<file path="config.mk">
export PLATFORM = sky130hd
export DESIGN_NAME = modulo_entrada_ataque_flat
export DESIGN_NICKNAME = d
export VERILOG_FILES = /design/src/rtl/modulo_pkg.sv /design/src/rtl/modulo_entrada_ataque_if.sv /design/src/rtl/modulo_debounce.sv /design/src/rtl/modulo_entrada_ataque.sv /design/src/flat_wrapper.sv
export SDC_FILE = /design/constraint.sdc
export NUM_CORES = 1
export LEC_CHECK = 0
export BUFFER_PORTS_ARGS = -buffer_cell sky130_fd_sc_hd__clkbuf_2
export CORE_AREA = 3 3 67 85
export CTS_CLUSTER_SIZE = 14
export DETAILED_ROUTE_END_ITERATION = 8
export DIE_AREA = 0 0 70 88
export GPL_TIMING_DRIVEN = 1
export PLACE_DENSITY = 0.84
export SLEW_MARGIN = 20
export SYNTH_ARGS = -nofsm -noshare
export SYNTH_HDL_FRONTEND = slang
export SYNTH_SLANG_ARGS = --single-unit
</file>
<file path="constraint.sdc">
create_clock -name clk -period 1.7 [get_ports clk]
set_input_delay 0.255 -clock clk [delete_from_list [all_inputs] [get_ports clk]]
set_output_delay 0.255 -clock clk [all_outputs]
set_load 0.05 [all_outputs]
</file>
<file path="src/rtl/modulo_pkg.sv">
// rtl/modulo_pkg.sv - shared encodings and defaults for the attack-entry datapath
package modulo_pkg;

    localparam int          COORD_W     = 3;
    localparam int          N_COL_DEF   = 5;
    localparam int          N_LIN_DEF   = 7;
    localparam logic [1:0]  ATTACK_MODE = 2'b10;

    typedef enum logic [1:0] {
        ST_IDLE    = 2'd0,
        ST_SEL_COL = 2'd1,
        ST_SEL_LIN = 2'd2,
        ST_FIRE    = 2'd3
    } at_state_e;

    // Coordinate step with wrap at the last valid index
    function automatic logic [COORD_W-1:0] wrap_inc(input logic [COORD_W-1:0] v, input int n);
        return (v == COORD_W'(n - 1)) ? '0 : v + COORD_W'(1);
    endfunction

endpackage

</file>
<file path="src/rtl/modulo_entrada_ataque_if.sv">
// rtl/modulo_entrada_ataque_if.sv - button/mode inputs and attack coordinate outputs
interface modulo_entrada_ataque_if;
    import modulo_pkg::*;

    logic [1:0]         hh1;
    logic               button_count;
    logic               button_confirmation;
    logic [COORD_W-1:0] coord_coluna;
    logic [COORD_W-1:0] coord_linha;
    logic [1:0]         at_state;
    logic               at_fire;
    logic               at_dup;

    modport master (
        output hh1, button_count, button_confirmation,
        input  coord_coluna, coord_linha, at_state, at_fire, at_dup
    );

    modport slave (
        input  hh1, button_count, button_confirmation,
        output coord_coluna, coord_linha, at_state, at_fire, at_dup
    );

endinterface

</file>
<file path="src/rtl/modulo_debounce.sv">
// rtl/modulo_debounce.sv - 2-FF synchroniser plus stability counter; one-cycle pulse on accepted press
module modulo_debounce #(
    parameter int DEB_CYCLES = 500000
) (
    input  logic clk,
    input  logic clr_n,
    input  logic button,
    output logic press
);

    localparam int CNT_W = (DEB_CYCLES > 1) ? $clog2(DEB_CYCLES) : 1;

    logic             sync1;
    logic             sync2;
    logic             stable;
    logic [CNT_W-1:0] cnt;
    logic             settled;

    assign settled = (cnt == CNT_W'(DEB_CYCLES - 1));

    // cnt counts consecutive samples that disagree with the accepted level
    always_ff @(posedge clk or negedge clr_n) begin
        if (!clr_n) begin
            sync1  <= 1'b0;
            sync2  <= 1'b0;
            stable <= 1'b0;
            cnt    <= '0;
        end else begin
            sync1 <= button;
            sync2 <= sync1;
            if (sync2 == stable) begin
                cnt <= '0;
            end else if (settled) begin
                cnt    <= '0;
                stable <= sync2;
            end else begin
                cnt <= cnt + CNT_W'(1);
            end
        end
    end

    assign press = (sync2 != stable) && settled && !sync2;

endmodule

</file>
<file path="src/rtl/modulo_entrada_ataque.sv">
// rtl/modulo_entrada_ataque.sv - attack coordinate entry FSM; MODULO_AT_DUP_FILTER_EN adds repeated-shot filter
module modulo_entrada_ataque
    import modulo_pkg::*;
#(
    parameter int DEB_CYCLES = 500000,
    parameter int N_COL      = N_COL_DEF,
    parameter int N_LIN      = N_LIN_DEF
) (
    input  logic                    clk,
    input  logic                    clr_n,
    modulo_entrada_ataque_if.slave  bus
);

    logic               count_press;
    logic               confirm_press;
    at_state_e          state, state_nx;
    logic [COORD_W-1:0] col, col_nx;
    logic [COORD_W-1:0] lin, lin_nx;
    logic               fire, fire_nx;
    logic               dup, dup_nx;
    logic               shot_seen;
    logic               attack;

    modulo_debounce #(.DEB_CYCLES(DEB_CYCLES)) u_deb_count (
        .clk    (clk),
        .clr_n  (clr_n),
        .button (bus.button_count),
        .press  (count_press)
    );

    modulo_debounce #(.DEB_CYCLES(DEB_CYCLES)) u_deb_confirm (
        .clk    (clk),
        .clr_n  (clr_n),
        .button (bus.button_confirmation),
        .press  (confirm_press)
    );

    assign attack = (bus.hh1 == ATTACK_MODE);

`ifdef MODULO_AT_DUP_FILTER_EN
    localparam int MAP_W = N_COL * N_LIN;
    localparam int IDX_W = $clog2(MAP_W);

    logic [MAP_W-1:0] map, map_nx;
    logic [IDX_W-1:0] idx;

    assign idx       = IDX_W'(int'(lin) * N_COL + int'(col));
    assign shot_seen = map[idx];

    // Map is only written on the SEL_LIN confirm that leads into FIRE
    always_comb begin
        map_nx = map;
        if (!attack) begin
            map_nx = '0;
        end else if (state == ST_SEL_LIN && confirm_press && !shot_seen) begin
            map_nx[idx] = 1'b1;
        end
    end

    always_ff @(posedge clk or negedge clr_n) begin
        if (!clr_n) map <= '0;
        else        map <= map_nx;
    end
`else
    assign shot_seen = 1'b0;
`endif

    always_comb begin
        state_nx = state;
        col_nx   = col;
        lin_nx   = lin;
        fire_nx  = 1'b0;
        dup_nx   = 1'b0;
        if (!attack) begin
            state_nx = ST_IDLE;
            col_nx   = '0;
            lin_nx   = '0;
        end else begin
            case (state)
                ST_IDLE: begin
                    state_nx = ST_SEL_COL;
                    col_nx   = '0;
                    lin_nx   = '0;
                end
                ST_SEL_COL: begin
                    if (confirm_press)    state_nx = ST_SEL_LIN;
                    else if (count_press) col_nx   = wrap_inc(col, N_COL);
                end
                ST_SEL_LIN: begin
                    // Fire/dup registered here so they line up with the FIRE cycle
                    if (confirm_press) begin
                        state_nx = ST_FIRE;
                        fire_nx  = !shot_seen;
                        dup_nx   = shot_seen;
                    end else if (count_press) begin
                        lin_nx = wrap_inc(lin, N_LIN);
                    end
                end
                ST_FIRE:  state_nx = ST_SEL_COL;
                default:  state_nx = ST_IDLE;
            endcase
        end
    end

    always_ff @(posedge clk or negedge clr_n) begin
        if (!clr_n) begin
            state <= ST_IDLE;
            col   <= '0;
            lin   <= '0;
            fire  <= 1'b0;
            dup   <= 1'b0;
        end else begin
            state <= state_nx;
            col   <= col_nx;
            lin   <= lin_nx;
            fire  <= fire_nx;
            dup   <= dup_nx;
        end
    end

    assign bus.coord_coluna = col;
    assign bus.coord_linha  = lin;
    assign bus.at_state     = state;
    assign bus.at_fire      = fire;
    assign bus.at_dup       = dup;

endmodule

</file>
<file path="src/flat_wrapper.sv">
// flat-port wrapper written by rule: the top's interface ports become plain ports
module modulo_entrada_ataque_flat import modulo_pkg::*;
#(
    parameter int DEB_CYCLES = 500000,
    parameter int N_COL      = N_COL_DEF,
    parameter int N_LIN      = N_LIN_DEF
)
  (clk, clr_n, bus_hh1, bus_button_count, bus_button_confirmation, bus_coord_coluna, bus_coord_linha, bus_at_state, bus_at_fire, bus_at_dup);
  modulo_entrada_ataque_if bus_i ();
  input  logic clk;
  input  logic clr_n;
  input wire logic [$bits(bus_i.hh1)-1:0] bus_hh1;
  input wire logic [$bits(bus_i.button_count)-1:0] bus_button_count;
  input wire logic [$bits(bus_i.button_confirmation)-1:0] bus_button_confirmation;
  output wire logic [$bits(bus_i.coord_coluna)-1:0] bus_coord_coluna;
  output wire logic [$bits(bus_i.coord_linha)-1:0] bus_coord_linha;
  output wire logic [$bits(bus_i.at_state)-1:0] bus_at_state;
  output wire logic [$bits(bus_i.at_fire)-1:0] bus_at_fire;
  output wire logic [$bits(bus_i.at_dup)-1:0] bus_at_dup;
  assign bus_i.hh1 = bus_hh1;
  assign bus_i.button_count = bus_button_count;
  assign bus_i.button_confirmation = bus_button_confirmation;
  assign bus_coord_coluna = bus_i.coord_coluna;
  assign bus_coord_linha = bus_i.coord_linha;
  assign bus_at_state = bus_i.at_state;
  assign bus_at_fire = bus_i.at_fire;
  assign bus_at_dup = bus_i.at_dup;
  modulo_entrada_ataque #(.DEB_CYCLES(DEB_CYCLES), .N_COL(N_COL), .N_LIN(N_LIN)) u_core (.clk(clk), .clr_n(clr_n), .bus(bus_i));
endmodule
</file>
==> run summary, run 1 <==
Synth Instances -> 265
pwr/cell area -> 609 mW/mm²
clock latency on the worst-skew pair -> 0.31 ns
most numerous cell in the Yosys netlist -> dfrtp_1
Cell variety after synth -> 43
CTS root buf -> clkbuf_8
CP max stage delay -> 0.51 ns
TritonCTS buffer count -> 5
PortBufs -> 14
syn_area_per_cell -> 10.1 µm²
Final setup viols -> 27
vias per cell -> 5.63
GRT overflow -> 0
min cycle time layout -> 1.83 ns
initial core utilization -> 0.533
Total Wirelength -> 6.43 mm
Layout Skew -> 0.00842 ns
top cells by area, synth -> dfrtp_1 (50%), xor2_1 (6.9%), nor2_1 (6.6%)
# rows -> 29
upper clock frequency limit -> 547 MHz
Post-DRT Antenna Nets -> 0
Crit Path Class -> reg2reg
deepest clock path buffer count -> 2
average wire per standard cell -> 15.9 µm
final setup margin -> -0.130 ns
crit end category -> flip-flop
critical path, cell by cell -> ha_2 -> and3_4 -> nand4_1 -> or4_4 -> mux2_4
crit path launch type -> flip-flop
Yosys top cell area share -> 0.497
largest net degree at the start of global routing -> 54
final worst path period share -> 1.08
Post-Route Setup TNS -> -1.05 ns
Max Cap Viol -> 0
total track usage -> 0.206
EDFF count, synth -> 0
DRT Pass-1 Iters -> 4
reg-to-reg critical path endpoint -> u_core.u_deb_confirm.stable$_DFFE_PN0N_
mapped cell area -> 0.00267 mm²
cell leakage power -> 1.64 nW
Mapped Nets -> 278
GP Congestion -> 0.822
top post-synthesis cells by count -> dfrtp_1 (53), nor2_1 (47), xor2_1 (21)
Slew Limit Fails -> 0
required time worst endpoint -> 1.89 ns
CTS tree -> yes
CP Capture Point -> u_core.u_deb_confirm.stable$_DFFE_PN0N_
DIE AREA -> 0.00616 mm²
clk sink count -> 53
ys async rst share -> 1.00
storage element area -> 0.00133 mm²
Iteration-0 DRC Markers -> 143
initial antenna violation count -> 0
placed cells -> 385
drt drc -> 0
crit path DAT -> 2.02 ns
flop-to-flop setup slack -> -0.13 ns
Clock transition at path regs -> 0.09 ns
Synth warnings -> 0
dpl hpwl -> 4.06 mm
area grow syn2layout -> 32.4%
# nets final -> 354
Die Span Y -> 88 µm
Yosys reg bits -> 53
Reg2Reg Depth -> 5
Core Util, Final -> 0.706
Fin Hold WS -> 0.0499 ns
pre-CTS WS -> -0.210 ns
antenna diode count -> 0
DR vias -> 2274
reg2reg start -> u_core.u_deb_confirm.cnt[1]$_DFF_PN0_
# fillers -> 342
layout cell share with drive strength beyond 1 -> 0.342
htree depth -> 2
CP Max Fanout -> 4
largest area contributor in the netlist -> dfrtp_1
first-pass GRT wire length -> 10.2 mm
# IOs -> 16
ys flop type -> dfrtp_1
failing checks -> setup timing
multi-input logic area -> 0.00145 mm²
Hold Vio Cnt, Final -> 0
IR drop worst, VDD -> 0.424 mV
vias in the first global route -> 2224
Worst path slowest cell -> or4_4
unrepaired setup endpoints after global routing -> true
Core ar. -> 0.00501 mm²
die span in x -> 70 µm
status -> finished, violations left
Cell Count, Final, Fillers Out -> 404
Setup crit start -> u_core.u_deb_confirm.cnt[1]$_DFF_PN0_
worst hold path type -> in2reg
register area share after synthesis -> 0.497
==> registers in the layout, summed over array words and instances, names as in the netlist <==
register / flops
u_core.u_deb_confirm.stable: 1
u_core.u_deb_confirm.sync1: 1
u_core.bus.coord_coluna: 3
u_core.u_deb_count.stable: 1
u_core.u_deb_count.cnt: 19
u_core.u_deb_count.sync1: 1
u_core.u_deb_confirm.cnt: 19
u_core.u_deb_count.sync2: 1
u_core.u_deb_confirm.sync2: 1
u_core.bus.at_state: 2
u_core.bus.coord_linha: 3
u_core.bus.at_fire: 1
==> worst min path at each step <==
stage / startpoint / end / cells past startpoint
finish: bus_button_confirmation / u_core.u_deb_confirm.sync1$_DFF_PN0_ / 1
global route: bus_button_count / u_core.u_deb_count.sync1$_DFF_PN0_ / 1
CTS: bus_button_confirmation / u_core.u_deb_confirm.sync1$_DFF_PN0_ / 1
detailed placement: clr_n / u_core.u_deb_confirm.cnt[18]$_DFF_PN0_ / 2
global placement: clr_n / u_core.u_deb_confirm.cnt[17]$_DFF_PN0_ / 2
floorplan: clr_n / u_core.bus.at_fire$_DFF_PN0_ / 0
==> power breakdown <==
group,switching [mW],internal [mW],leakage (nW)
combinational,0.0982,0.0657,0.868
clock,0.407,0.287,0.0450
sequential,0.0159,1.28,0.725
total,0.521,1.63,1.64
==> cells by family (layout without fill, tap and decap cells) <==
logic type,after synthesis,after routing,share of synthesized area
other,1,1,0.00141
buffers and inverters,14,91,0.0258
DFF,53,53,0.497
xor gates and xnor gates,35,35,0.115
adders and majority gates,7,7,0.0328
muxes,2,2,0.00984
and+or+nand+nor,131,131,0.263
AOI/OAI and AO/OA,22,22,0.0553
==> final cells by class <==
class                   count  area share
inverters                   9     0.00956
repair buffers             74       0.159
clock inverters             2     0.00283
multi-input cells         198       0.411
clock buffers               6      0.0205
flip-flops and latches     53       0.375
well taps                  62      0.0220
==> layer usage <==
layer  vias up  global-route usage  wire [µm]
li1       1064                   -          -
met4         0              0.0679        212
met1      1115               0.247       2630
met3        25              0.0333        220
met5         -                   0          0
met2        70               0.377       3370
==> worst max-delay path: cells and delay by family, from the launching register on <==
kind	cells	cell delay [ns]
AND/OR/NAND/NOR	3	0.82
multiplexers	1	0.32
flip-flops	1	0.37
adder cells (fa/ha/maj)	1	0.20
==> per-stage QoR <==
stage	cell area (µm²)	power [mW]
after CTS	3400	2.15
after global routing	3530	2.23
final	3530	2.15
after global placement	3160	1.45
after floorplan	2670	1.38
after detailed placement	3160	1.45
==> cell usage in the layout, fill, tap and decap left out, drive strengths merged, types with 2 or more instances in the layout <==
cell	n
nor3	5
a21oi	7
nand2b	5
clkinv	2
and4	6
a211oi	2
buf	59
nand2	18
nand3b	2
ha	7
and3	8
inv	9
dfrtp	53
xnor2	14
clkbuf	20
nor2b	2
nor4b	3
or4	3
mux2	2
nand4	11
nand3	12
o21ai	3
or3	2
xor2	21
and2	2
o2111ai	2
a21o	4
nor2	47
==> what timing repair did <==
action,CTS,global route
pin swaps,19,16
hold buffers,1,0
setup buffers,6,3
endpoints found under the hold margin,53,0
gates cloned,0,1
gates resized for setup,22,26
setup endpoints to repair,42,48
Power figures use the tool's default switching activity.
==> run 2: changes to the inputs <==
- CORE_AREA: 3 3 67 85 -> 3 3 69 87
- DIE_AREA: 0 0 70 88 -> 0 0 72 90
- PLACE_DENSITY: 0.84 -> 0.83
- SYNTH_HIERARCHICAL: default -> 1
==> run 2 against run 1 <==
The run still ends with setup timing left; final cell count increased by 3.0%; count of clock-buffer cells in the layout increased by 1; synthesized area increased by 4.0%; final area rose by 6.7%; critical endpoint is now u_core/bus.coord_coluna[2]$_DFFE_PN0P_; wire length rose by 6.4%; combinational power rose by 24%; largest cell class unchanged; non-clock buffer count increased by 4; power grew 2.1%; sequential share of layout area fell by 2.4 points; clock skew is 0.0024 ns lower.
==> run summary, run 2 <==
top cells by area, synth -> dfrtp_1 (48%), xnor2_1 (7.3%), nor2_1 (5.7%)
Synth warnings -> 6
NetSw -> 543 µW
most frequent cells in the layout -> buf_4 (55), dfrtp_1 (53), nor2_1 (40), xnor2_1 (23), nand4_1 (19)
logic gate share of total power -> 0.092
area grow syn2layout -> 35.8%
Rel. slew slack -> 0.529
# rows -> 29
DRT Pass-1 Iters -> 4
Die Span Y -> 90 µm
crit end category -> flip-flop
clk sink count -> 53
commonest non-fill, non-tap cell in the layout -> buf_4
reg2reg start -> u_core/u_deb_confirm/cnt[1]$_DFF_PN0_
Worst-Margin Slew -> 0.705 ns
Total Wirelength -> 6.85 mm
EDFF count, synth -> 0
total track usage -> 0.202
antenna diode count -> 0
GRT overflow -> 0
status -> finished, violations left
ys flop type -> dfrtp_1
vias in the first global route -> 2324
htree depth -> 2
Cell Count, Final, Fillers Out -> 416
DIE AREA -> 0.00648 mm²
vias per cell -> 5.65
DR vias -> 2351
startpoint of the worst hold path -> bus_button_confirmation
Max Cap Viol -> 0
pwr/cell area -> 583 mW/mm²
CP Max Fanout -> 4
TritonCTS buffer count -> 5
final setup margin -> -0.394 ns
GP Congestion -> 0.830
Yosys reg bits -> 53
worst hold path type -> in2reg
crit path DAT -> 2.33 ns
Hold Vio Cnt, Final -> 0
cell leakage power -> 1.71 nW
Top delay family on crit path -> simple AND/OR/NAND/NOR gates
initial antenna violation count -> 0
Layout Skew -> 0.00600 ns
Final setup viols -> 10
drt drc -> 0
min cycle time layout -> 2.09 ns
Crit Path Class -> reg2reg
required time worst endpoint -> 1.93 ns
mapped cell area -> 0.00278 mm²
Hold Crit Depth -> 1
Post-DRT Antenna Nets -> 0
pre-CTS WS -> -0.421 ns
P_int -> 1.65 mW
crit path launch type -> flip-flop
ys async rst share -> 1.00
Core ar. -> 0.00519 mm²
placed cells -> 398
CTS tree -> yes
# IOs -> 16
Worst path slowest cell -> dfrtp_1
Clk pwr share -> 0.319
top post-synthesis cells by count -> dfrtp_1 (53), nor2_1 (42), xnor2_1 (23)
dpl hpwl -> 4.38 mm
Reg2Reg Depth -> 7
CP max stage delay -> 0.40 ns
Buf/Inv on CP -> 0
largest net degree at the start of global routing -> 35
Iteration-0 DRC Markers -> 97
critical path, cell by cell -> ha_4 -> and4_4 -> nand4_4 -> nor4b_4 -> and2b_2 -> a211o_1 -> o21ai_1
CTS root buf -> clkbuf_8
layout cell share with drive strength beyond 1 -> 0.359
Synth Instances -> 274
clock latency on the worst-skew pair -> 0.31 ns
final instance area -> 0.00377 mm²
most numerous cell in the Yosys netlist -> dfrtp_1
Largest regs -> u_core/u_deb_confirm/cnt x19, u_core/u_deb_count/cnt x19
Total Power -> 2.20 mW
largest area contributor in the netlist -> dfrtp_1
# nets final -> 366
deepest clock path buffer count -> 2
reg-to-reg critical path endpoint -> u_core/bus.coord_coluna[2]$_DFFE_PN0P_
final worst path period share -> 1.23
Slew Limit Fails -> 0
PortBufs -> 14
Mapped Nets -> 287
Clock transition at path regs -> 0.09 ns
Cell variety after synth -> 50
switch share -> 0.247
# fillers -> 328
unrepaired setup endpoints after global routing -> true
placed cell areas -> 0.00338 mm²
syn_area_per_cell -> 10.1 µm²
average wire per standard cell -> 16.5 µm
Endpoint, Worst Hold -> u_core/u_deb_confirm/sync1$_DFF_PN0_
initial core utilization -> 0.535
die span in x -> 72 µm
Reg power frac -> 0.589
failing checks -> setup timing
Yosys top cell area share -> 0.478
register area share after synthesis -> 0.478
flop-to-flop setup slack -> -0.39 ns
upper clock frequency limit -> 477 MHz
Post-Route Setup TNS -> -2.53 ns
IR drop worst, VDD -> 0.520 mV
first-pass GRT wire length -> 10.4 mm
-- run 2: cell count changes in the layout (fill, tap and decap cells not counted), moves of 4 or more --
| cell | previous run | this run |
|---|---|---|
| xor2_1 | 21 | 10 |
| xnor2_1 | 14 | 23 |
| buf_4 | 51 | 55 |
| and3_1 | 7 | 2 |
| nor4_4 | 0 | 7 |
| nor2_2 | 6 | 1 |
| nand4_4 | 0 | 4 |
| nor3_1 | 3 | 9 |
| nand4_1 | 11 | 19 |
| a21o_1 | 4 | 0 |
-- run 2: worst max-delay path by stage --
stage	startpoint	slack, ns	end	depth (start not counted)
2_1_floorplan	u_core/u_deb_count/cnt[0]$_DFF_PN0_	-0.42	u_core/bus.coord_linha[2]$_DFFE_PN0P_	8
3_3_place_gp	u_core/u_deb_count/cnt[10]$_DFF_PN0_	-0.37	u_core/bus.coord_linha[2]$_DFFE_PN0P_	7
6_report	u_core/u_deb_confirm/cnt[1]$_DFF_PN0_	-0.39	u_core/bus.coord_coluna[2]$_DFFE_PN0P_	7
3_5_place_dp	u_core/u_deb_count/cnt[10]$_DFF_PN0_	-0.42	u_core/bus.coord_linha[2]$_DFFE_PN0P_	7
5_1_grt	u_core/u_deb_confirm/cnt[0]$_DFF_PN0_	-0.52	u_core/bus.coord_coluna[2]$_DFFE_PN0P_	7
4_1_cts	u_core/u_deb_count/cnt[1]$_DFF_PN0_	-0.32	u_core/bus.coord_linha[2]$_DFFE_PN0P_	8
-- run 2: repair_timing --
item / CTS / global route
setup endpoints to repair: 10 / 44
resized for setup: 11 / 29
cloned: 0 / 1
pin swaps: 5 / 14
buffers inserted: 7 / 5
hold buffers: 1 / 0
endpoints found under the hold margin: 19 / 0
-- run 2: metrics by stage --
stage | util | hold WS (ns)
detailed placement | 0.652 | 0.263
floorplan | - | -0.0406
CTS | 0.687 | 0.0377
global placement | 0.652 | 0.262
finish | 0.727 | 0.0421
global route | 0.727 | 0.0324
-- run 2: logic make-up after synthesis --
group                    share of synthesized area
AO/OA/AOI/OAI                               0.0546
XOR/XNOR                                     0.104
adder cells (fa/ha/maj)                     0.0316
buffers and inverters                       0.0293
flip-flops                                   0.478
multiplexers                                0.0153
other                                      0.00135
AND/OR/NAND/NOR                              0.286
-- run 2: area by class of cell --
type / count / area (µm²) / share of cell area
tap: 62 / 77.6 / 0.0206
inverter: 12 / 45.0 / 0.0119
clock inverter: 1 / 7.51 / 0.00199
sequential: 53 / 1330 / 0.352
multi-input combinational: 203 / 1610 / 0.428
timing repair buffer: 78 / 623 / 0.165
clock buffer: 7 / 76.3 / 0.0202
-- run 2: power groups by stage --
stage,sequential (mW),combinational [mW],clock (mW)
finish,1.29,0.203,0.700
global placement,1.32,0.168,0
detailed placement,1.32,0.173,0
CTS,1.29,0.185,0.713
global route,1.30,0.224,0.752
floorplan,1.33,0.0755,0
-- run 2: routing by layer --
layer / part of all wire / track usage / wire, µm / vias to the layer above
met3: 0.028 / 0.0402 / 189 / 15
met5: 0 / 0 / 0 / -
met4: 0.029 / 0.0862 / 201 / 0
met1: 0.39 / 0.235 / 2690 / 1165
li1: - / - / - / 1122
met2: 0.55 / 0.352 / 3760 / 49
